### src/rtl/flash_op_sequencer.sv
// Turns high-level flash operations (erase / program / read) into the dword
// command stream: write-enable, command + address (+ data), then status polling.
module flash_op_sequencer #(
  parameter int PROG_WORDS = 4,
  parameter int POLL_MAX   = 1000000,
  parameter int POLL_GAP   = 16
) (
  input  logic        clk_in,
  input  logic        reset,
  input  logic        op_valid,
  output logic        op_ready,
  input  logic [1:0]  op_code,
  input  logic [23:0] op_addr,
  input  logic [31:0] wdata,
  input  logic        wdata_valid,
  output logic        wdata_ready,
  output logic        done,
  output logic [1:0]  err_code,
  output logic [63:0] rdata,
  output logic        dw_wr,
  output logic [31:0] dw_data,
  input  logic        dw_busy,
  input  logic        dw_error,
  input  logic [63:0] dw_readout
);

  localparam int PCW = ($clog2(POLL_MAX + 1) > 20) ? $clog2(POLL_MAX + 1) : 20;
  localparam int GCW = ($clog2(POLL_GAP + 1) > 1) ? $clog2(POLL_GAP + 1) : 1;

  localparam logic [7:0] CMD_WREN  = 8'h06;
  localparam logic [7:0] CMD_RDSR  = 8'h05;
  localparam logic [7:0] CMD_ERASE = 8'hD8;
  localparam logic [7:0] CMD_PROG  = 8'h02;
  localparam logic [7:0] CMD_READ  = 8'h03;
  localparam logic [7:0] PROG_LEN  = 8'(1 + PROG_WORDS);

  localparam logic [1:0] OP_ERASE   = 2'd0;
  localparam logic [1:0] OP_PROGRAM = 2'd1;
  localparam logic [1:0] OP_READ    = 2'd2;
  localparam logic [1:0] OP_ILLEGAL = 2'd3;

  typedef enum logic [3:0] {
    WAIT_IF, IDLE, WREN_HDR, WREN_WAIT, OP_HDR, OP_ADDR, OP_DATA,
    OP_WAIT, POLL_GAP_ST, POLL_HDR, POLL_WAIT, POLL_CHECK, FINISH
  } state_t;

  state_t          state;
  logic [1:0]      code_reg;
  logic [23:0]     addr_reg;
  logic [PCW-1:0]  poll_cnt;
  logic [GCW-1:0]  gap_cnt;
  logic [3:0]      word_cnt;
  logic [1:0]      err_reg;
  logic [63:0]     rdata_reg;
  logic [7:0]      op_cmd;
  logic [7:0]      op_len;

  function automatic logic [31:0] header(input logic [7:0] len, input logic [7:0] cmd);
    return {15'b0, 1'b0, len, cmd};
  endfunction

  always_comb begin
    op_cmd = CMD_READ;
    op_len = 8'd1;
    case (code_reg)
      OP_ERASE:   op_cmd = CMD_ERASE;
      OP_PROGRAM: begin
        op_cmd = CMD_PROG;
        op_len = PROG_LEN;
      end
      default: ;
    endcase
  end

  // Words are driven in the cycle the state owns them; headers wait for an idle interface.
  always_comb begin
    dw_wr   = 1'b0;
    dw_data = '0;
    if (!reset) begin
      case (state)
        WREN_HDR: if (!dw_busy) begin
          dw_wr   = 1'b1;
          dw_data = header(8'd0, CMD_WREN);
        end
        OP_HDR: if (!dw_busy) begin
          dw_wr   = 1'b1;
          dw_data = header(op_len, op_cmd);
        end
        OP_ADDR: begin
          dw_wr   = 1'b1;
          dw_data = {8'h00, addr_reg};
        end
        OP_DATA: if (wdata_valid) begin
          dw_wr   = 1'b1;
          dw_data = wdata;
        end
        POLL_HDR: if (!dw_busy) begin
          dw_wr   = 1'b1;
          dw_data = header(8'd0, CMD_RDSR);
        end
        default: ;
      endcase
    end
  end

  assign op_ready    = !reset && (state == IDLE);
  assign wdata_ready = !reset && (state == OP_DATA);
  assign done        = !reset && (state == FINISH);
  assign err_code    = err_reg;
  assign rdata       = rdata_reg;

  always_ff @(posedge clk_in) begin
    if (reset) begin
      state     <= WAIT_IF;
      code_reg  <= '0;
      addr_reg  <= '0;
      poll_cnt  <= '0;
      gap_cnt   <= '0;
      word_cnt  <= '0;
      err_reg   <= '0;
      rdata_reg <= '0;
    end else begin
      case (state)
        WAIT_IF: if (!dw_busy) state <= IDLE;
        IDLE: if (op_valid) begin
          code_reg <= op_code;
          addr_reg <= op_addr;
          err_reg  <= 2'd0;
          poll_cnt <= '0;
          word_cnt <= '0;
          if (op_code == OP_ILLEGAL) begin
            err_reg <= 2'd3;
            state   <= FINISH;
          end else if (op_code == OP_READ) begin
            state <= OP_HDR;
          end else begin
            state <= WREN_HDR;
          end
        end
        WREN_HDR: if (!dw_busy) state <= WREN_WAIT;
        WREN_WAIT: if (!dw_busy) begin
          if (dw_error) begin
            err_reg <= 2'd1;
            state   <= FINISH;
          end else begin
            state <= OP_HDR;
          end
        end
        OP_HDR: if (!dw_busy) state <= OP_ADDR;
        OP_ADDR: state <= (code_reg == OP_PROGRAM) ? OP_DATA : OP_WAIT;
        OP_DATA: if (wdata_valid) begin
          if (word_cnt == 4'(PROG_WORDS - 1)) state <= OP_WAIT;
          else word_cnt <= word_cnt + 4'd1;
        end
        OP_WAIT: if (!dw_busy) begin
          if (dw_error) begin
            err_reg <= 2'd1;
            state   <= FINISH;
          end else if (code_reg == OP_READ) begin
            rdata_reg <= dw_readout;
            state     <= FINISH;
          end else begin
            gap_cnt <= '0;
            state   <= POLL_GAP_ST;
          end
        end
        POLL_GAP_ST: begin
          if (int'(gap_cnt) + 1 >= POLL_GAP) state <= POLL_HDR;
          else gap_cnt <= gap_cnt + 1'b1;
        end
        POLL_HDR: if (!dw_busy) state <= POLL_WAIT;
        POLL_WAIT: if (!dw_busy) begin
          if (dw_error) begin
            err_reg <= 2'd1;
            state   <= FINISH;
          end else begin
            state <= POLL_CHECK;
          end
        end
        // WIP clear wins over the timeout on the final allowed poll.
        POLL_CHECK: begin
          if (!dw_readout[0]) begin
            state <= FINISH;
          end else if (int'(poll_cnt) + 1 >= POLL_MAX) begin
            poll_cnt <= PCW'(POLL_MAX);
            err_reg  <= 2'd2;
            state    <= FINISH;
          end else begin
            poll_cnt <= poll_cnt + 1'b1;
            gap_cnt  <= '0;
            state    <= POLL_GAP_ST;
          end
        end
        FINISH: state <= IDLE;
        default: state <= WAIT_IF;
      endcase
    end
  end

endmodule

### config.mk
export PLATFORM = sky130hd
export DESIGN_NAME = flash_op_sequencer
export DESIGN_NICKNAME = d
export VERILOG_FILES = /design/src/rtl/flash_op_sequencer.sv
export SDC_FILE = /design/constraint.sdc
export NUM_CORES = 1
export LEC_CHECK = 0
export ABC_AREA = 1
export ABC_CLOCK_PERIOD_IN_PS = 2000
export BUFFER_PORTS_ARGS = -buffer_cell sky130_fd_sc_hd__buf_2
export CORE_MARGIN = 4
export CORE_UTILIZATION = 45
export DETAILED_ROUTE_END_ITERATION = 8
export HOLD_SLACK_MARGIN = 0.08
export PLACE_DENSITY = 0.77
export RECOVER_POWER = 50
export SLEW_MARGIN = 20
export SYNTH_ARGS = -nofsm -noshare
export SYNTH_HDL_FRONTEND = slang
export SYNTH_SLANG_ARGS = --single-unit
### constraint.sdc
create_clock -name clk_in -period 2 [get_ports clk_in]
set_input_delay 0.1 -clock clk_in [delete_from_list [all_inputs] [get_ports clk_in]]
set_output_delay 0.1 -clock clk_in [all_outputs]
set_load 0.02 [all_outputs]
# Yosys cells after proc, flatten, opt, wreduce, memory -nomap -nowiden

Index checks and enable logic that the tools add are counted.

Output and inout port bits: 102
Logic and storage cells: 128
Register bits after elaboration: 125
Bits of input ports: 128

Equal/unequal tests: 37
Multiplexer cells: 55
Order comparisons: 2
Add/subtract/negate cells: 5
Bitwise gates (word level): 2
Reduce and logical (&&, ||, !) cells: 19

Operators by type and width:

| kind                                                                     | count |
|---|---|
| 32-bit one-hot mux with 5 select lines                                   | 1 |
| 32-bit 2-to-1 mux                                                        | 2 |
| 4-bit 2-to-1 mux                                                         | 16 |
| 20-bit 2-to-1 mux                                                        | 3 |
| 4-bit one-hot mux with 13 select lines                                   | 1 |
| 20-bit one-hot mux with 2 select lines                                   | 1 |
| 2-bit != test (second input constant)                                    | 18 |
| 5-bit 2-to-1 mux                                                         | 6 |
| 3-bit 2-to-1 mux                                                         | 9 |
| 20-bit by 1-bit adder with 21-bit output (second input constant)         | 1 |
| 21-bit by 20-bit >= comparator with 1-bit output (second input constant) | 1 |
| 20-bit by 1-bit adder with 20-bit output (second input constant)         | 1 |
| 4-bit equality test (second input constant)                              | 5 |
| 4-bit by 3-bit equality test with 1-bit output (second input constant)   | 4 |
| 16-bit 2-to-1 mux                                                        | 1 |
| 8-bit one-hot mux with 2 select lines                                    | 1 |
| 5-bit one-hot mux with 3 select lines                                    | 1 |
| 4-bit by 2-bit equality test with 1-bit output (second input constant)   | 3 |
| 2-bit 2-to-1 mux                                                         | 6 |
| 11-bit AND reduction                                                     | 1 |
| 4-bit one-hot mux with 2 select lines                                    | 1 |
| 4-bit AND reduction                                                      | 2 |
| 7-bit AND reduction                                                      | 1 |
| 5-bit by 1-bit adder with 6-bit output (second input constant)           | 1 |
| other kinds (21)                                                         | 33 |

# Logic depth before layout (Yosys ltp)

Depth in word-level cells: 5
Mapped depth: 17

# Worst setup path before layout

No wires, ideal clock.

Path type: register to output
Start: register state[2]
End: output port dw_data[24]
Cell stages (with the launch flop): 9
Arrival: 2.130 ns
Buffers on the path: 0
Setup slack: -0.230 ns
Cell sequence: dfxtp_1 > inv_1 > nor2_1 > inv_1 > nor2_1 > inv_1 > nor2_1 > nand2_1 > nor3b_1

Cells in the longest elaborated chain, start to end: 3
Elaborated cells on any way between the ends: 7

RTL lines:

| item                                              | RTL line | text |
|---|---|---|
| start, declared                                   | 47       | `state_t state;` |
| start signal, assigned                            | 150      | `OP_ADDR: state <= (code_reg == OP_PROGRAM) ? OP_DATA : OP_WAIT;` |
| 4-bit equality test, or another cell as far along | 80       | `case (state)` |
| 32-bit one-hot mux with 5 select lines *          | 80       |  |
| 32-bit 2-to-1 mux *                               | 79       | `if (!reset) begin` |
| end, declared                                     | 21       | `output logic [31:0] dw_data,` |

Every way passes the cells marked *; elsewhere a longest branch is shown, timed or not.

# Worst setup path in the final report

Start: register state[0]
End: output port dw_data[19]

The elaborated chain is that of the path after synthesis.

==> metrics <==
Distinct cells, synth 43; Cell Pwr Density 785.4 nW/µm²; CP max FO 7; fillcell total 881; Routed Antenna Nets 0; worst slew pin tran 0.7251 ns; root buf cell clkbuf_16; Synth top area share 40.44%; Final WS setup -0.2854 ns; Layout Nets 1401; Post-Route WL 26360 µm; Core Area 13350 µm²; Mapped Avg Cell Area 6.853 µm²; post-synthesis cell area 6188 µm²; Die ar. 15690 µm²; Max rail drop VDD 0.0006921 V; Post-Syn Nets 1034; Yosys top cell by area dfxtp_1; CTS Buffer Depth 2; Commonest cells post-synth 236 x nand2_1, 129 x a21oi_1, 125 x dfxtp_1; CP required 1.90 ns; flops & latches, synth 125; worst setup path category reg2out; first-pass GRT wire length 37660 µm; WP data arrival 2.19 ns; row cnt 42; Final setup viols 79; area grow syn2layout 65.45%; hold_ws 0.2121 ns; max FFs per register 64; XOR/XNOR share of the synthesized area 0.7076%; later-pin clock latency in the skew report 0.42 ns; RSZ-0062 raised after global routing yes; Die Y 125.3 µm; final worst path period need 2.285 ns; Num CTS Buffers 17; upper clock frequency limit 437.6 MHz; outcome complete, but fails checks; Routability Congestion 0.9324; Max-Cap Viols 0; Place WS -0.1629 ns; Ys Warns 0; FF+latch area 2520 µm²; dpl hpwl 13410 µm; Slew headroom 51.66%; largest family of logic cells by synthesized area simple AND/OR/NAND/NOR gates; vias in the first global route 7775; chip width 125.3 µm; startpoint types register; # H-tree levels 4; Initial Utilization 46.36%; DR DRC count 0; initial antenna violation count 0; GR Overflow Total 0; CTS tree yes; clock sink total 125; Hold WC Path Type in2reg; failing checks negative setup slack; most frequent cell after synthesis nand2_1; Clock Skew 0.01204 ns; Post-synth EDFFs 0; leakage power 4.155 nW; prevailing post-synth register cell dfxtp_1; I/O Buffers 229; Pre-antenna DRT Iters 7; Synth Instances 903; clk slew on worst S/H paths 0.06 ns; total track usage 28.97%; Final period util 114.3%; complex-gate fraction of the synthesized area 16.80%; vias per cell 5.663; Initial DRC Count 748; area share of fa/ha/maj cells after synthesis 0.6066%; Max Slew Vio Count 0; Via Count 8251; Synth Area in Simple Gates 33.70%; Critical Path Sink Type primary output; post-synthesis mux area share 0%; pin count of the biggest net entering global routing 66; ratio of cells with drive above 1 in the final layout 34.50%; sequential fraction of the synthesis area 40.44%; fraction of synthesis flops using an asynchronous set or reset pin 0%; Wirelength per Cell 18.09 µm; number of diodes 0; footprint of the multi-input gates 3814 µm²; final hold vios 0; top cells by area, synth dfxtp_1 40%, nand2_1 14%, a21oi_1 10%, nand3_1 8.7%, inv_1 4.2%; # IOs 230
[cells in the final DEF (no fill, tap or decap), drive strengths merged]
cell	Yosys	routed
a2111oi	2	2
a211oi	1	1
a21oi	138	138
a221oi	2	2
a31oi	1	1
a32o	1	1
buf	10	238
bufinv	0	2
clkbuf	38	87
clkinv	1	6
clkinvlp	0	3
dfxtp	125	125
dlygate4sd3	0	91
ha	3	3
inv	73	73
nand2	251	251
nand3	113	113
nand3b	1	1
nand4	6	6
nor2	70	70
nor3	4	4
nor3b	9	9
nor4	3	3
o2111ai	2	2
o211ai	6	6
o21a	1	1
o21ai	30	30
o221ai	1	1
o22ai	2	2
o31ai	2	2
or2	2	2
xnor2	2	2
xor2	3	3
[cell families after synthesis]
family,count (synthesis)
buf+inv,122
compound gates,189
flops,125
simple gates,459
fa+ha+maj,3
xor+xnor,5
[layer usage]
layer / global-route usage (%) / vias to the layer above / wire (µm)
met2: 50.05 / 582 / 12880
met4: 14.54 / 0 / 1637
met1: 32.84 / 3785 / 9436
met5: 0 / - / 0
li1: - / 3726 / -
met3: 8.017 / 158 / 2404
[timing repair]
action	CTS	global route
gates resized for setup	113	140
pin swaps	31	51
endpoints found under the setup margin	60	130
cloned	1	0
buffers inserted	19	12
hold buffers	91	0
endpoints found under the hold margin	91	0
[area by class of cell]
class                      count  share of cell area, %
multi-input combinational    656                  37.25
timing repair buffer         396                  27.59
clock buffer                  20                  4.460
inverter                      74                  2.798
tap                          176                  2.151
sequential                   125                  24.61
clock inverter                10                  1.137
[metrics by stage]
step	utilization, %	area (µm²)	instances	setup TNS (ns)	power [mW]
final	76.71	10240	1457	-9.748	8.041
after global routing	76.71	10240	1457	-20.21	8.339
after CTS	73.41	9798	1449	-0.7274	7.671
after detailed placement	58.55	7815	1309	-2.581	4.342
after global placement	58.55	7815	1309	-0.7382	4.332
after floorplan	-	6232	903	0	3.797
[worst max-delay path, stage by stage (launching register included)]
cell and delay (ns):
dfxtp_1 0.36, inv_1 0.13, nor2_4 0.16, inv_1 0.09
nor2_4 0.15, buf_6 0.16, buf_4 0.12, buf_6 0.09
buf_8 0.12, nand2_2 0.05, a21oi_2 0.19, buf_6 0.15
[final timing paths]
check / start / endpoint / slack, ns / cells after the start
setup reg to reg: state[3] / code_reg[1] / -0.19 / 8
setup / recovery: state[0] / dw_data[19] / -0.29 / 11
hold reg to reg: addr_reg[3] / addr_reg[3] / 0.45 / 2
hold / removal: op_valid / addr_reg[12] / 0.21 / 4
[report_power, final]
part,switching (mW),internal (mW),total [mW]
Clock,1.15,1.88,3.03
Combinational,1.36,0.837,2.20
Sequential,0.134,2.68,2.81
Note: power is estimated with default switching activity, not from simulation.
